### src/rtl/arc_pkg.sv
// arc_pkg: shared fetch-side types and constants
package arc_pkg;
  localparam int unsigned INSTR_BYTES = 4;
  typedef enum logic [1:0] {IDLE, REQ, WAIT, VALID} fsm_state_e;
endpackage

### src/rtl/pc_gen_if.sv
// pc_gen_if: control, instruction-memory and fetch-stage signals of pc_gen
interface pc_gen_if;
  logic        i_stall;
  logic        i_redirect;
  logic [31:0] i_redirect_PC;
  logic        i_imem_gnt;
  logic        i_imem_rvalid;
  logic [31:0] i_imem_rdata;
  logic        o_imem_req;
  logic [31:0] o_imem_addr;
  logic        o_valid;
  logic [31:0] o_data_Instr;
  logic [31:0] o_addr_PC;
  modport master (
    input  i_stall, i_redirect, i_redirect_PC, i_imem_gnt, i_imem_rvalid, i_imem_rdata,
    output o_imem_req, o_imem_addr, o_valid, o_data_Instr, o_addr_PC
  );
  modport slave (
    output i_stall, i_redirect, i_redirect_PC, i_imem_gnt, i_imem_rvalid, i_imem_rdata,
    input  o_imem_req, o_imem_addr, o_valid, o_data_Instr, o_addr_PC
  );
endinterface

### src/rtl/pc_gen.sv
// pc_gen: program counter and single-outstanding instruction fetch FSM
module pc_gen
  import arc_pkg::*;
#(
  parameter logic [31:0] RESET_VECTOR = 32'hBFC0_0000
) (
  input logic       i_clk,
  input logic       i_rst,
  pc_gen_if.master  bus
);
  fsm_state_e  state_q, state_d;
  logic [31:0] pc_q, pc_d, instr_q, instr_d, addr_q, addr_d, tgt;
  logic        kill_q, kill_d;
  assign tgt = {bus.i_redirect_PC[31:2], 2'b00};
  always_comb begin
    state_d = state_q;
    pc_d    = pc_q;
    kill_d  = kill_q;
    instr_d = instr_q;
    addr_d  = addr_q;
    case (state_q)
      IDLE: state_d = REQ;
      REQ: begin
        if (bus.i_redirect) pc_d = tgt;
        if (bus.i_imem_gnt) begin
          state_d = WAIT;
          kill_d  = bus.i_redirect;
        end
      end
      WAIT: begin
        if (bus.i_redirect) pc_d = tgt;
        // a response is stale if a redirect arrived while it was in flight or alongside it
        if (bus.i_imem_rvalid) begin
          kill_d = 1'b0;
          if (kill_q || bus.i_redirect) state_d = REQ;
          else begin
            state_d = VALID;
            instr_d = bus.i_imem_rdata;
            addr_d  = pc_q;
          end
        end else if (bus.i_redirect) kill_d = 1'b1;
      end
      VALID: begin
        if (bus.i_redirect) begin
          pc_d    = tgt;
          state_d = REQ;
        end else if (!bus.i_stall) begin
          pc_d    = pc_q + 32'(INSTR_BYTES);
          state_d = REQ;
        end
      end
      default: state_d = IDLE;
    endcase
  end
  always_ff @(posedge i_clk) begin
    if (i_rst) begin
      state_q <= IDLE;
      pc_q    <= RESET_VECTOR;
      kill_q  <= 1'b0;
      instr_q <= '0;
      addr_q  <= '0;
    end else begin
      state_q <= state_d;
      pc_q    <= pc_d;
      kill_q  <= kill_d;
      instr_q <= instr_d;
      addr_q  <= addr_d;
    end
  end
  assign bus.o_imem_req   = (state_q == REQ);
  assign bus.o_valid      = (state_q == VALID);
  assign bus.o_imem_addr  = pc_q;
  assign bus.o_data_Instr = instr_q;
  assign bus.o_addr_PC    = addr_q;
endmodule

### src/flat_wrapper.sv
// flat-port wrapper written by rule: the top's interface ports become plain ports
module pc_gen_flat import arc_pkg::*;
#(
  parameter logic [31:0] RESET_VECTOR = 32'hBFC0_0000
)
  (i_clk, i_rst, bus_i_stall, bus_i_redirect, bus_i_redirect_PC, bus_i_imem_gnt, bus_i_imem_rvalid, bus_i_imem_rdata, bus_o_imem_req, bus_o_imem_addr, bus_o_valid, bus_o_data_Instr, bus_o_addr_PC);
  pc_gen_if bus_i ();
  input logic i_clk;
  input logic i_rst;
  input wire logic [$bits(bus_i.i_stall)-1:0] bus_i_stall;
  input wire logic [$bits(bus_i.i_redirect)-1:0] bus_i_redirect;
  input wire logic [$bits(bus_i.i_redirect_PC)-1:0] bus_i_redirect_PC;
  input wire logic [$bits(bus_i.i_imem_gnt)-1:0] bus_i_imem_gnt;
  input wire logic [$bits(bus_i.i_imem_rvalid)-1:0] bus_i_imem_rvalid;
  input wire logic [$bits(bus_i.i_imem_rdata)-1:0] bus_i_imem_rdata;
  output wire logic [$bits(bus_i.o_imem_req)-1:0] bus_o_imem_req;
  output wire logic [$bits(bus_i.o_imem_addr)-1:0] bus_o_imem_addr;
  output wire logic [$bits(bus_i.o_valid)-1:0] bus_o_valid;
  output wire logic [$bits(bus_i.o_data_Instr)-1:0] bus_o_data_Instr;
  output wire logic [$bits(bus_i.o_addr_PC)-1:0] bus_o_addr_PC;
  assign bus_i.i_stall = bus_i_stall;
  assign bus_i.i_redirect = bus_i_redirect;
  assign bus_i.i_redirect_PC = bus_i_redirect_PC;
  assign bus_i.i_imem_gnt = bus_i_imem_gnt;
  assign bus_i.i_imem_rvalid = bus_i_imem_rvalid;
  assign bus_i.i_imem_rdata = bus_i_imem_rdata;
  assign bus_o_imem_req = bus_i.o_imem_req;
  assign bus_o_imem_addr = bus_i.o_imem_addr;
  assign bus_o_valid = bus_i.o_valid;
  assign bus_o_data_Instr = bus_i.o_data_Instr;
  assign bus_o_addr_PC = bus_i.o_addr_PC;
  pc_gen #(.RESET_VECTOR(RESET_VECTOR)) u_core (.i_clk(i_clk), .i_rst(i_rst), .bus(bus_i));
endmodule
### config.mk
export PLATFORM = sky130hd
export DESIGN_NAME = pc_gen_flat
export DESIGN_NICKNAME = d
export VERILOG_FILES = /design/src/rtl/arc_pkg.sv /design/src/rtl/pc_gen_if.sv /design/src/rtl/pc_gen.sv /design/src/flat_wrapper.sv
export SDC_FILE = /design/constraint.sdc
export NUM_CORES = 1
export LEC_CHECK = 0
export BUFFER_PORTS_ARGS = -buffer_cell sky130_fd_sc_hd__buf_2
export CORE_MARGIN = 5
export CORE_UTILIZATION = 45
export DETAILED_ROUTE_END_ITERATION = 16
export GPL_TIMING_DRIVEN = 0
export PLACE_DENSITY = 0.77
export SLEW_MARGIN = 20
export SYNTH_ARGS = -nofsm -noshare
export SYNTH_HDL_FRONTEND = slang
export SYNTH_SLANG_ARGS = --single-unit
### constraint.sdc
create_clock -name i_clk -period 2.25 [get_ports i_clk]
set_input_delay 0.45 -clock i_clk [delete_from_list [all_inputs] [get_ports i_clk]]
set_output_delay 0.45 -clock i_clk [all_outputs]
set_load 0.005 [all_outputs]
* Yosys cells after proc, flatten, opt, wreduce, memory -nomap -nowiden *
Cells that the tools add are included.

word-level totals
  flip-flop bits (word level) = 99
  input bits = 70
  output and inout bits = 98

operators by class
  add/sub/neg operators = 1
  equal/unequal tests = 8
  muxes and demuxes = 14
  bitwise gates (word level) = 1
  reductions and logical operators = 9

operators by type and width
  kind                                                                   number
  32-bit 2-to-1 mux                                                      3
  32-bit one-hot mux with 2 select lines                                 1
  32-bit by 3-bit adder with 32-bit output, second input constant        1
  3-bit AND reduction                                                    4
  2-bit 2-to-1 mux                                                       5
  2-bit one-hot mux with 4 select lines                                  1
  3-bit != test, second input constant                                   2
  2-bit equality test, second input constant                             2
  2-bit != test, second input constant                                   2
  2-bit nonzero test                                                     2
  1-bit 2-to-1 mux                                                       3
  2-bit by 1-bit equality test with 1-bit output, second input constant  1
  2-bit zero test                                                        1
  2-bit by 1-bit != test with 1-bit output, second input constant        1
  1-bit one-hot mux with 2 select lines                                  1
  2-bit OR reduction                                                     1
  1-bit logical OR                                                       1
  1-bit NOT                                                              1

* Depth between registers and ports, before layout *
Gate-level depths: netlist of the first run.

  word-level depth = 4
  gate-level depth with buffers = 8
  depth with buffers taken out = 7

* Least setup slack after synthesis of the first run *
OpenSTA, ideal clock, no wires.

  path kind = register to register
  from = reg u_core.state_q[0]
  to = reg u_core.pc_q[30] (netlist: u_core.bus.o_imem_addr[30])
  arrival time = 1.910 ns
  required time = 2.164 ns
  slack = 0.255 ns
  stages on the path, launching flop included = 8
  clock period less this slack = 1.995 ns
  path through = dfxtp_1 inv_1 ha_1 nor2b_1 o21ai_1 nor2_1 mux2_2 a211oi_1

on the way
  longest elaborated chain between the ends = 4
  elaborated cells on any way between the ends = 9
  those cells by class = eq/ne (5); mux (1); reduce/logical (3)

RTL lines
  what                                                                                             RTL line      text
  start: declaration                                                                               pc_gen.sv:11  fsm_state_e state_q, state_d;
  start signal: assignment                                                                         pc_gen.sv:63  state_q <= state_d;
  2-bit by 1-bit equality test with 1-bit output / 2-bit equality test (equally long branches)     pc_gen.sv:21  case (state_q)
  2-bit OR reduction (no line)                                                                     n/a
  2-bit by 1-bit != test with 1-bit output (no line) / 2-bit nonzero test (equally long branches)  n/a
  3-bit AND reduction (no line)                                                                    n/a
  end signal: assignment                                                                           pc_gen.sv:64  pc_q <= pc_d;
  end: declaration                                                                                 pc_gen.sv:12  logic [31:0] pc_q, pc_d, instr_q, instr_d, addr_q, addr_d, tgt;

Parallel ways exist; a longest one is shown, timed or not.
A chain may end at the register's enable or synchronous reset.

* Worst setup path in the final report of the first run *
  from = reg u_core.pc_q[11] (netlist: u_core.bus.o_imem_addr[11])
  to = reg u_core.pc_q[29] (netlist: u_core.bus.o_imem_addr[29])

on the way
  longest elaborated chain between the ends = 4

RTL lines
  what                                      RTL line      text
  32-bit by 3-bit adder with 32-bit output  pc_gen.sv:48  pc_d = pc_q + 32'(INSTR_BYTES);
  32-bit 2-to-1 mux                         pc_gen.sv:47  end else if (!bus.i_stall) begin
  32-bit 2-to-1 mux                         pc_gen.sv:44  if (bus.i_redirect) begin
  32-bit one-hot mux with 2 select lines    pc_gen.sv:21

No other way between the ends. The select of a mux whose other input is x is not followed.

==> results of run 1 <==
## sequential cells by signal (all words and copies together), names as in the netlist
signal / count
u_core.bus.o_imem_addr: 30
u_core.bus.o_data_Instr: 32
u_core.bus.o_addr_PC: 30
u_core.kill_q: 1
u_core.state_q: 2
## worst min-delay path, stage by stage
cell     delay [ns]
buf_2          0.09
nand2_1        0.04
a21oi_1        0.05
## how the worst max path moves through the flow
stage                                       startpoint                                       end  slack [ns]
6_report       u_core.bus.o_imem_addr[11]$_SDFFE_PP0P_   u_core.bus.o_imem_addr[29]$_SDFFE_PP1P_        0.11
5_1_grt        u_core.bus.o_imem_addr[10]$_SDFFE_PP0P_   u_core.bus.o_imem_addr[29]$_SDFFE_PP1P_       0.001
4_1_cts                 u_core.state_q[0]$_SDFFE_PP0P_  u_core.bus.o_data_Instr[13]$_SDFFE_PP0P_        0.01
3_5_place_dp            u_core.state_q[0]$_SDFFE_PP0P_   u_core.bus.o_imem_addr[30]$_SDFFE_PP0P_       -0.24
3_3_place_gp                            bus_i_redirect   u_core.bus.o_imem_addr[10]$_SDFFE_PP0P_       -0.21
2_1_floorplan           u_core.state_q[0]$_SDFFE_PP0P_   u_core.bus.o_imem_addr[30]$_SDFFE_PP0P_        0.25
## kinds of logic after synthesis
logic type      after synthesis  share of synthesized area (%)
fa+ha+maj                     5                           1.43
simple gates                272                           28.1
buf+inv                      52                           5.09
compound gates              150                           20.4
mux                           6                           1.46
other cells                   1                         0.0857
flops                        95                           43.5
## power by group through the flow
| stage | clock network [mW] | logic (mW) | registers, mW |
|---|---|---|---|
| after floorplan | 0 | 0.377 | 1.92 |
| after global placement | 0 | 0.641 | 1.95 |
| after detailed placement | 0 | 0.656 | 1.95 |
| after CTS | 1.13 | 0.667 | 1.91 |
| after global routing | 1.21 | 0.752 | 1.93 |
| final | 1.12 | 0.686 | 1.92 |
## metal layers
metal | vias up | track usage [%] | routed length [microns]
li1 | 2354 | - | -
met1 | 2243 | 30.9 | 6110
met2 | 258 | 41.3 | 6970
met3 | 32 | 4.96 | 1330
met4 | 0 | 9.83 | 362
met5 | - | 0 | 0
## stage by stage
stage / TNS, ns / instances
floorplan: 0 / 584
global placement: -2.03 / 876
detailed placement: -6.70 / 876
CTS: 0 / 890
global route: 0 / 890
finish: 0 / 890
## final cells by class
class                      count  area, sq um  area share (%)
multi-input combinational    437         2300            41.2
clock buffer                  10          128            2.29
tap                          133          166            2.98
inverter                       4         15.0           0.269
buffer                        47          218            3.90
sequential                    95         1900            34.1
timing repair buffer         159          796            14.3
clock inverter                 5         58.8            1.05
## cells in the final DEF (no fill, tap or decap), drive strengths merged, types with 4 or more instances in the layout
master,count
a211oi,7
a21o,6
a21oi,87
a31oi,5
and2,4
and3,6
buf,171
clkbuf,45
conb,4
dfxtp,95
ha,5
inv,5
nand2,154
nand2b,5
nand3,18
nand4,10
nor2,40
nor3,7
nor4,11
o21ai,14
o22ai,4
## cells in the mapped netlist (all sizes together), types with 2 or more instances
cell | count | area share, %
nand2 | 154 | 13
dfxtp | 95 | 43
a21oi | 87 | 10
nor2 | 40 | 3.4
clkbuf | 39 | 3.4
nand3 | 18 | 2.3
o21ai | 14 | 1.6
nor4 | 11 | 1.7
nand4 | 10 | 1.4
buf | 9 | 1.4
a211oi | 7 | 1.2
nor3 | 7 | 0.80
a21o | 6 | 1.0
and3 | 6 | 0.86
a31oi | 5 | 0.71
ha | 5 | 1.4
nand2b | 5 | 0.71
and2 | 4 | 0.57
inv | 4 | 0.34
o22ai | 4 | 0.57
and4 | 3 | 0.60
mux2 | 3 | 0.77
mux2i | 3 | 0.69
nor2b | 3 | 0.43
o211ai | 3 | 0.63
o21a | 3 | 0.51
o311ai | 3 | 0.60
or3 | 3 | 0.54
a22oi | 2 | 0.34
a311oi | 2 | 0.40
nand4b | 2 | 0.40
o21bai | 2 | 0.34
o41ai | 2 | 0.40
or4 | 2 | 0.43
## timing repair
item | 4_1_cts | 5_1_grt
gates resized for setup | 10 | 20
hold buffers | 0 | 0
pin swaps | 0 | 0
setup endpoints to repair | 87 | 79
endpoints found under the hold margin | 0 | 0
==> flow_summary.json, run 1 <==
{
  "worstReg2RegEnd": "u_core.bus.o_imem_addr[29]$_SDFFE_PP1P_",
  "cts_tree": "yes",
  "ff2ff_setup_slack_ns": 0.11,
  "synth_edf_count": 0,
  "internal_power_mw": 2.57,
  "hpwlAfterDp_microns": 11000,
  "hold_path_class": "input pin to flip-flop",
  "holdWs_ns": 0.311,
  "rows": 36,
  "holdPathEnd": "u_core.bus.o_data_Instr[15]$_SDFFE_PP0P_",
  "drv_cap": 0,
  "critPathKind": "flip-flop to flip-flop",
  "grt_pass1_vias": 4704,
  "post-route-period-util_pct": 95.1,
  "via_per_inst": 5.49,
  "vias": 4887,
  "setup_viol": 0,
  "layout-drive-gt1-share_pct": 28.0,
  "cp-end-kind": "flip-flop",
  "antenna_left": 0,
  "crit_family": "simple AND/OR/NAND/NOR gates",
  "syn_inst": 581,
  "crit_path_start_kind": "flip-flop",
  "cp_num_cells": 6,
  "worstReg2RegStart": "u_core.bus.o_imem_addr[11]$_SDFFE_PP0P_",
  "rsz0062_at_grt": "false",
  "synth_ff_type": "dfxtp_1",
  "slowest_delay_ns": 0.56,
  "status": "completed",
  "tightest_slew_ns": 0.695,
  "hold_path_depth": 3,
  "hold_start": "bus_i_imem_rdata[15]",
  "synthToLayoutAreaGrowth_pct": 27.6,
  "ir_drop_v": 0.000290,
  "grt_overflow": 0,
  "root_buffer": "clkbuf_8",
  "final_area_sq_um": 5580,
  "io_buffers": 159,
  "cp_max_fo": 10,
  "place_ws_ns": -0.236,
  "pwr-share-clk_pct": 30.0,
  "n_fill_cell": 940,
  "hold_violations": 0,
  "post_cts_buffers": 0,
  "cts_buffers": 9,
  "cp.required_ns": 2.56,
  "drv_slew": 0,
  "clock_latency_ns": 0.37,
  "design_power_total_mw": 3.72,
  "crit_path_top_delay_cell": "or4_4",
  "drtIter0Drc": 543,
  "p_sw_share_pct": 31.0,
  "ys_types": 59,
  "finish.utilization_pct": 57.9,
  "diodes": 0,
  "cts_sinks": 95,
  "routabilityCongestion": 0.927,
  "io_pins": 168,
  "r2r_cells": 6,
  "dr.pass1.iters": 6,
  "track_usage_pct": 24.6,
  "cts.clk_slew.worst_paths_ns": 0.09,
  "clock_path_buffers": 2,
  "avgSynthCellArea_sq_um": 7.53,
  "setup_ws_ns": 0.109,
  "finalNetCount": 828,
  "p_comb_share_pct": 18.4,
  "wl_per_cell_microns": 16.6,
  "h-tree-depth": 3,
  "final.setup_skew_ns": 0.00906,
  "syn_area_sq_um": 4380,
  "leakagePower_nw": 2.33,
  "coreArea_sq_um": 9640,
  "grt_pass1_wl_microns": 22900,
  "seqPwrFrac_pct": 51.5,
  "wl_microns": 14800,
  "grt_max_degree": 16,
  "crit_arrival_ns": 2.45,
  "power-per-cell-area_nw_per_um2": 667,
  "die_width_microns": 109,
  "async_flop_share_pct": 0,
  "max_freq_mhz": 467,
  "initial_utilization_pct": 45.4,
  "die_y_microns": 109,
  "antenna_found_initial": 1,
  "synth_warnings": 0,
  "path_cells": "nand3_2 > or4_4 > buf_6 > nor4_1 > mux2_2 > nand3_1",
  "post-route-drc-count": 0,
  "crit_buf_inv": 1,
  "ys_seq_area_share_pct": 43.5,
  "min_period_ns": 2.14,
  "dpl_cell_area_sq_um": 5350,
  "netSwitchingPower_mw": 1.15,
  "relSlewSlack_pct": 53.2,
  "ys_seq_elements": 95,
  "die_area_sq_um": 11800
}
(Power assumes the default switching activity.)
==> run 2, diff against run 1 <==
--- a/config.mk
+++ b/config.mk
@@ -7,10 +7,10 @@
 export LEC_CHECK = 0
 export BUFFER_PORTS_ARGS = -buffer_cell sky130_fd_sc_hd__buf_2
 export CORE_MARGIN = 5
-export CORE_UTILIZATION = 45
+export CORE_UTILIZATION = 44
 export DETAILED_ROUTE_END_ITERATION = 16
 export GPL_TIMING_DRIVEN = 0
-export PLACE_DENSITY = 0.77
+export PLACE_DENSITY = 0.79
 export SLEW_MARGIN = 20
 export SYNTH_ARGS = -nofsm -noshare
 export SYNTH_HDL_FRONTEND = slang
==> constraint.sdc (replaced) <==
create_clock -name i_clk -period 1.75 [get_ports i_clk]
set_input_delay 0.35 -clock i_clk [delete_from_list [all_inputs] [get_ports i_clk]]
set_output_delay 0.35 -clock i_clk [all_outputs]
set_load 0.005 [all_outputs]
==> run 2 against run 1 <==
Against the previous run:
- the run now ends with setup timing left
- worst setup slack lost 0.25 ns
- clock-buffer cell count is the same
- global-route usage up 0.48 points
- clock power is 19% higher
- fmax up 13%
- wire length increased by 12%
- final cell count rose by 3.4%
- first-iteration DRC count grew 46%
- die area grew 2.1%
- combinational power up 84%
- critical endpoint is now u_core.bus.o_imem_addr[31]$_SDFFE_PP1P_
==> flow_summary.json, run 2 (synthesis gave the netlist of run 1 again) <==
{
  "status": "finished with violations",
  "failed_checks": "setup timing",
  "hold_buffers": 0,
  "drtIter0Drc": 795,
  "p_comb_share_pct": 24.8,
  "internal_power_mw": 3.40,
  "min_period_ns": 1.89,
  "final.setup_skew_ns": 0.00883,
  "r2r_cells": 5,
  "wl_per_cell_microns": 17.9,
  "ff2ff_setup_slack_ns": -0.14,
  "hpwlAfterDp_microns": 11100,
  "finish.utilization_pct": 64.3,
  "design_power_total_mw": 5.09,
  "drv_slew": 0,
  "clock_path_buffers": 2,
  "via_per_inst": 5.72,
  "tightest_slew_ns": 0.685,
  "worstReg2RegEnd": "u_core.bus.o_imem_addr[31]$_SDFFE_PP1P_",
  "coreArea_sq_um": 9730,
  "pwr-share-clk_pct": 26.2,
  "hold_start": "bus_i_imem_rdata[27]",
  "initial_utilization_pct": 45.0,
  "setup_ws_ns": -0.145,
  "cts_buffers": 9,
  "hold_violations": 0,
  "cp-end-kind": "flip-flop",
  "rows": 36,
  "worstReg2RegStart": "u_core.bus.o_imem_addr[14]$_SDFFE_PP0P_",
  "grt_max_degree": 17,
  "drv_cap": 0,
  "cts_tree": "yes",
  "final_common_cell": "buf_2",
  "io_pins": 168,
  "cp_max_fo": 6,
  "p_sw_share_pct": 33.3,
  "grt_busiest_layer": "met2",
  "post-route-drc-count": 0,
  "vias": 5265,
  "layout-drive-gt1-share_pct": 40.4,
  "relSlewSlack_pct": 54.3,
  "rsz0062_at_grt": "true",
  "setup-tns-final_ns": -0.827,
  "io_buffers": 159,
  "grt.met2_usage_pct": 42.4,
  "dr.pass1.iters": 6,
  "die_y_microns": 110,
  "netSwitchingPower_mw": 1.70,
  "cts.clk_slew.worst_paths_ns": 0.10,
  "root_buffer": "clkbuf_8",
  "clock_latency_ns": 0.37,
  "diodes": 0,
  "hold_path_depth": 3,
  "die_area_sq_um": 12000,
  "power-per-cell-area_nw_per_um2": 814,
  "antenna_left": 0,
  "seqPwrFrac_pct": 49.0,
  "track_usage_pct": 25.1,
  "cp.required_ns": 2.01,
  "crit_path_start_kind": "flip-flop",
  "cts_sinks": 95,
  "use_met3_pct": 6.11,
  "leakagePower_nw": 2.58,
  "die_width_microns": 110,
  "grt_pass1_wl_microns": 23600,
  "antenna_found_initial": 0,
  "largest_register_ffs": 32,
  "holdPathEnd": "u_core.bus.o_data_Instr[27]$_SDFFE_PP0P_",
  "critPathKind": "flip-flop to flip-flop",
  "grt_pass1_vias": 4804,
  "h-tree-depth": 3,
  "ir_drop_v": 0.000456,
  "synthToLayoutAreaGrowth_pct": 43.1,
  "routabilityCongestion": 0.928,
  "hold_path_class": "input pin to flip-flop",
  "finalNetCount": 857,
  "holdWs_ns": 0.209,
  "crit_arrival_ns": 2.15,
  "grt_overflow": 0,
  "layout_common_cells": "163 x buf_2, 150 x nand2_1, 86 x a21oi_1",
  "post-route-period-util_pct": 108,
  "wl_microns": 16500,
  "max_freq_mhz": 528,
  "place_ws_ns": -0.542,
  "grtUsageMet1_pct": 29.6,
  "setup_viol": 12
}
[run 2: cell count changes in the layout (fill, tap and decap cells not counted), sizes merged]
cell / change
buf: +36
bufinv: -1
clkbuf: -8
clkinv: +2
o21ai: +1
[run 2: through the flow]
| stage | std cells | cell area (sq um) |
|---|---|---|
| after floorplan | 584 | 4450 |
| after global placement | 876 | 5410 |
| after detailed placement | 876 | 5410 |
| after CTS | 905 | 5980 |
| after global routing | 920 | 6260 |
| final | 920 | 6260 |
[run 2: final cells by class]
cell class                 count  area, sq um
clock buffer                  10          128
timing repair buffer         191         1050
multi-input combinational    438         2610
buffer                        43          285
clock inverter                 6         46.3
sequential                    95         1960
fill                         829         3470
tap                          133          166
inverter                       4         15.0
[run 2: worst max-delay path, stage by stage (launching register included)]
cell	delay, ns
dfxtp_4	0.39
nand3_4	0.08
or4_4	0.60
or3_4	0.45
o211ai_2	0.18
nand3_1	0.09
[run 2: timing repair]
action | CTS | global route
pin swaps | 13 | 15
gates resized for setup | 90 | 66
setup endpoints to repair | 92 | 90
buffers inserted | 14 | 16
cloned | 3 | 0
[run 2: layer usage]
layer / wire length (microns) / up-vias
met1: 6120 / 2414
met5: 0 / -
met2: 7820 / 341
met3: 1720 / 92
li1: - / 2418
met4: 834 / 0
[run 2: worst max path at each step]
stage / start / end / slack [ns] / cells past startpoint
2_1_floorplan: u_core.bus.o_imem_addr[10]$_SDFFE_PP0P_ / u_core.bus.o_imem_addr[31]$_SDFFE_PP1P_ / -0.13 / 7
3_3_place_gp: u_core.state_q[0]$_SDFFE_PP0P_ / u_core.bus.o_addr_PC[10]$_SDFFE_PP0P_ / -0.48 / 8
6_report: u_core.bus.o_imem_addr[14]$_SDFFE_PP0P_ / u_core.bus.o_imem_addr[31]$_SDFFE_PP1P_ / -0.14 / 5
3_5_place_dp: u_core.state_q[0]$_SDFFE_PP0P_ / u_core.bus.o_addr_PC[7]$_SDFFE_PP0P_ / -0.54 / 8
4_1_cts: u_core.bus.o_imem_addr[13]$_SDFFE_PP0P_ / u_core.bus.o_imem_addr[31]$_SDFFE_PP1P_ / -0.15 / 6
5_1_grt: u_core.bus.o_imem_addr[11]$_SDFFE_PP0P_ / u_core.bus.o_imem_addr[31]$_SDFFE_PP1P_ / -0.21 / 5
[run 2: power by group through the flow]
stage          registers [mW]  clock network (mW)  logic [mW]
2_1_floorplan            2.48                   0       0.511
3_3_place_gp             2.51                   0       0.842
3_5_place_dp             2.52                   0       0.864
4_1_cts                  2.48                1.36        1.06
5_1_grt                  2.51                1.46        1.34
6_report                 2.50                1.33        1.26
==> run 3, diff against run 2 <==
--- a/config.mk
+++ b/config.mk
@@ -11,6 +11,8 @@
 export DETAILED_ROUTE_END_ITERATION = 16
 export GPL_TIMING_DRIVEN = 0
 export PLACE_DENSITY = 0.79
+export RECOVER_POWER = 25
+export REMOVE_ABC_BUFFERS = 1
 export SLEW_MARGIN = 20
 export SYNTH_ARGS = -nofsm -noshare
 export SYNTH_HDL_FRONTEND = slang
==> run 3 against run 2 <==
Against the previous run:
- the flow still finishes with violations (setup timing)
- worst setup slack got worse by 0.021 ns
- clock power increased by 23%
- critical path depth unchanged
- final cell count decreased by 2.1%
- sequential share of layout area increased by 0.22 points
==> flow_summary.json, run 3 (synthesis gave the netlist of run 1 again) <==
{
  "status": "finished with violations",
  "failed_checks": "setup timing",
  "relSlewSlack_pct": 63.6,
  "layout-drive-gt1-share_pct": 37.0,
  "ir_drop_v": 0.000484,
  "h-tree-depth": 3,
  "clock_path_buffers": 2,
  "final_area_sq_um": 6250,
  "wl_microns": 15900,
  "cp-end-kind": "flip-flop",
  "crit_family": "simple AND/OR/NAND/NOR gates",
  "io_buffers": 161,
  "dr.pass1.iters": 5,
  "cts_tree": "yes",
  "use_met3_pct": 4.99,
  "track_usage_pct": 24.5,
  "io_pins": 168,
  "finalNetCount": 838,
  "wl_per_cell_microns": 17.6,
  "grt_busiest_layer": "met2",
  "cts_buffers": 9,
  "via_per_inst": 5.63,
  "cp.required_ns": 2.01,
  "drtIter0Drc": 556,
  "synthToLayoutAreaGrowth_pct": 42.8,
  "leakagePower_nw": 2.50,
  "rsz0062_at_grt": "true",
  "layout_common_cells": "151 x nand2_1, 139 x buf_2, 84 x a21oi_1",
  "post-route-period-util_pct": 109,
  "max_freq_mhz": 522,
  "drv_cap": 0,
  "setup_ws_ns": -0.166,
  "hold_violations": 0,
  "placed_cells": 832,
  "routabilityCongestion": 0.823,
  "grt_pass1_wl_microns": 22900,
  "dpl_cell_area_sq_um": 5230,
  "hpwlAfterDp_microns": 9190,
  "coreArea_sq_um": 9730,
  "clock_latency_ns": 0.37,
  "final.setup_skew_ns": 0.0102,
  "slowest_delay_ns": 0.64,
  "setup_viol": 13,
  "hold_path_class": "input pin to flip-flop",
  "vias": 5071,
  "die_width_microns": 110,
  "cts_sinks": 95,
  "crit_arrival_ns": 2.17,
  "die_y_microns": 110,
  "min_period_ns": 1.92,
  "grt_max_degree": 63,
  "antenna_found_initial": 0,
  "critPathKind": "flip-flop to flip-flop",
  "grt.met2_usage_pct": 40.7,
  "power-per-cell-area_nw_per_um2": 855,
  "post-route-drc-count": 0,
  "initial_utilization_pct": 45.0,
  "crit_path_start_kind": "flip-flop",
  "cts.clk_slew.worst_paths_ns": 0.10,
  "rows": 36,
  "diodes": 0,
  "path_cells": "nand3_4 > or4_4 > or3_4 > o211ai_2 > nand3_1",
  "root_buffer": "clkbuf_8",
  "cp_max_fo": 8,
  "tightest_slew_ns": 0.540,
  "hold_buffers": 0,
  "drv_slew": 0,
  "die_area_sq_um": 12000,
  "grt_overflow": 0,
  "crit_buf_inv": 0,
  "grt_pass1_vias": 4644,
  "setup-tns-final_ns": -1.42,
  "fin_cells": 901,
  "antenna_left": 0,
  "crit_path_top_delay_cell": "or4_4",
  "grtUsageMet1_pct": 30.0,
  "final_common_cell": "nand2_1",
  "largest_register_ffs": 32
}
[run 3: report_power, final]
group	switching, mW	total [mW]	leakage [nW]	internal (mW)
Combinational	0.629	1.22	1.61	0.588
Clock	0.817	1.63	0.107	0.814
Sequential	0.196	2.49	0.783	2.30
Total	1.64	5.34	2.50	3.70
[run 3: final timing paths]
kind                                       startpoint                                  endpoint  slack, ns  cells after the start
min                              bus_i_imem_rdata[15]  u_core.bus.o_data_Instr[15]$_SDFFE_PP0P_       0.20                      3
max           u_core.bus.o_imem_addr[17]$_SDFFE_PP0P_   u_core.bus.o_imem_addr[31]$_SDFFE_PP1P_      -0.17                      5
min reg2reg  u_core.bus.o_data_Instr[19]$_SDFFE_PP0P_  u_core.bus.o_data_Instr[19]$_SDFFE_PP0P_       0.46                      2
max reg2reg   u_core.bus.o_imem_addr[17]$_SDFFE_PP0P_   u_core.bus.o_imem_addr[31]$_SDFFE_PP1P_      -0.17                      5
[run 3: final cells by class]
type | instances | area (sq um)
Sequential cell | 95 | 1970
Clock buffer | 10 | 128
Timing Repair Buffer | 209 | 1220
Inverter | 4 | 17.5
Multi-Input combinational cell | 444 | 2650
Fill cell | 863 | 3480
Clock inverter | 6 | 90.1
Tap cell | 133 | 166
[run 3: layer usage]
layer / wire length (microns) / up-vias
met3: 1520 / 50
li1: - / 2391
met5: 0 / -
met2: 7270 / 298
met4: 641 / 0
met1: 6420 / 2332
[run 3: repair_timing]
action                                  4_1_cts  5_1_grt
cloned                                        7        1
gates resized for setup                      63       45
pin swaps                                     9       18
endpoints found under the setup margin       94       48
setup buffers                                21       27
[run 3: tightest hold or removal path, stage by stage]
cell and delay (ns):
buf_2 0.09, nand2_1 0.04, a21oi_1 0.05
[run 3: metrics by stage]
step	power [mW]	hold slack, ns	util [%]	setup WS (ns)
6_report	5.34	0.201	64.2	-0.166
5_1_grt	5.57	0.191	64.2	-0.234
4_1_cts	5.19	0.193	60.9	-0.231
3_5_place_dp	3.32	0.444	53.8	-0.882
3_3_place_gp	3.24	0.438	52.9	-2.00
2_1_floorplan	2.89	0.419	-	-1.11
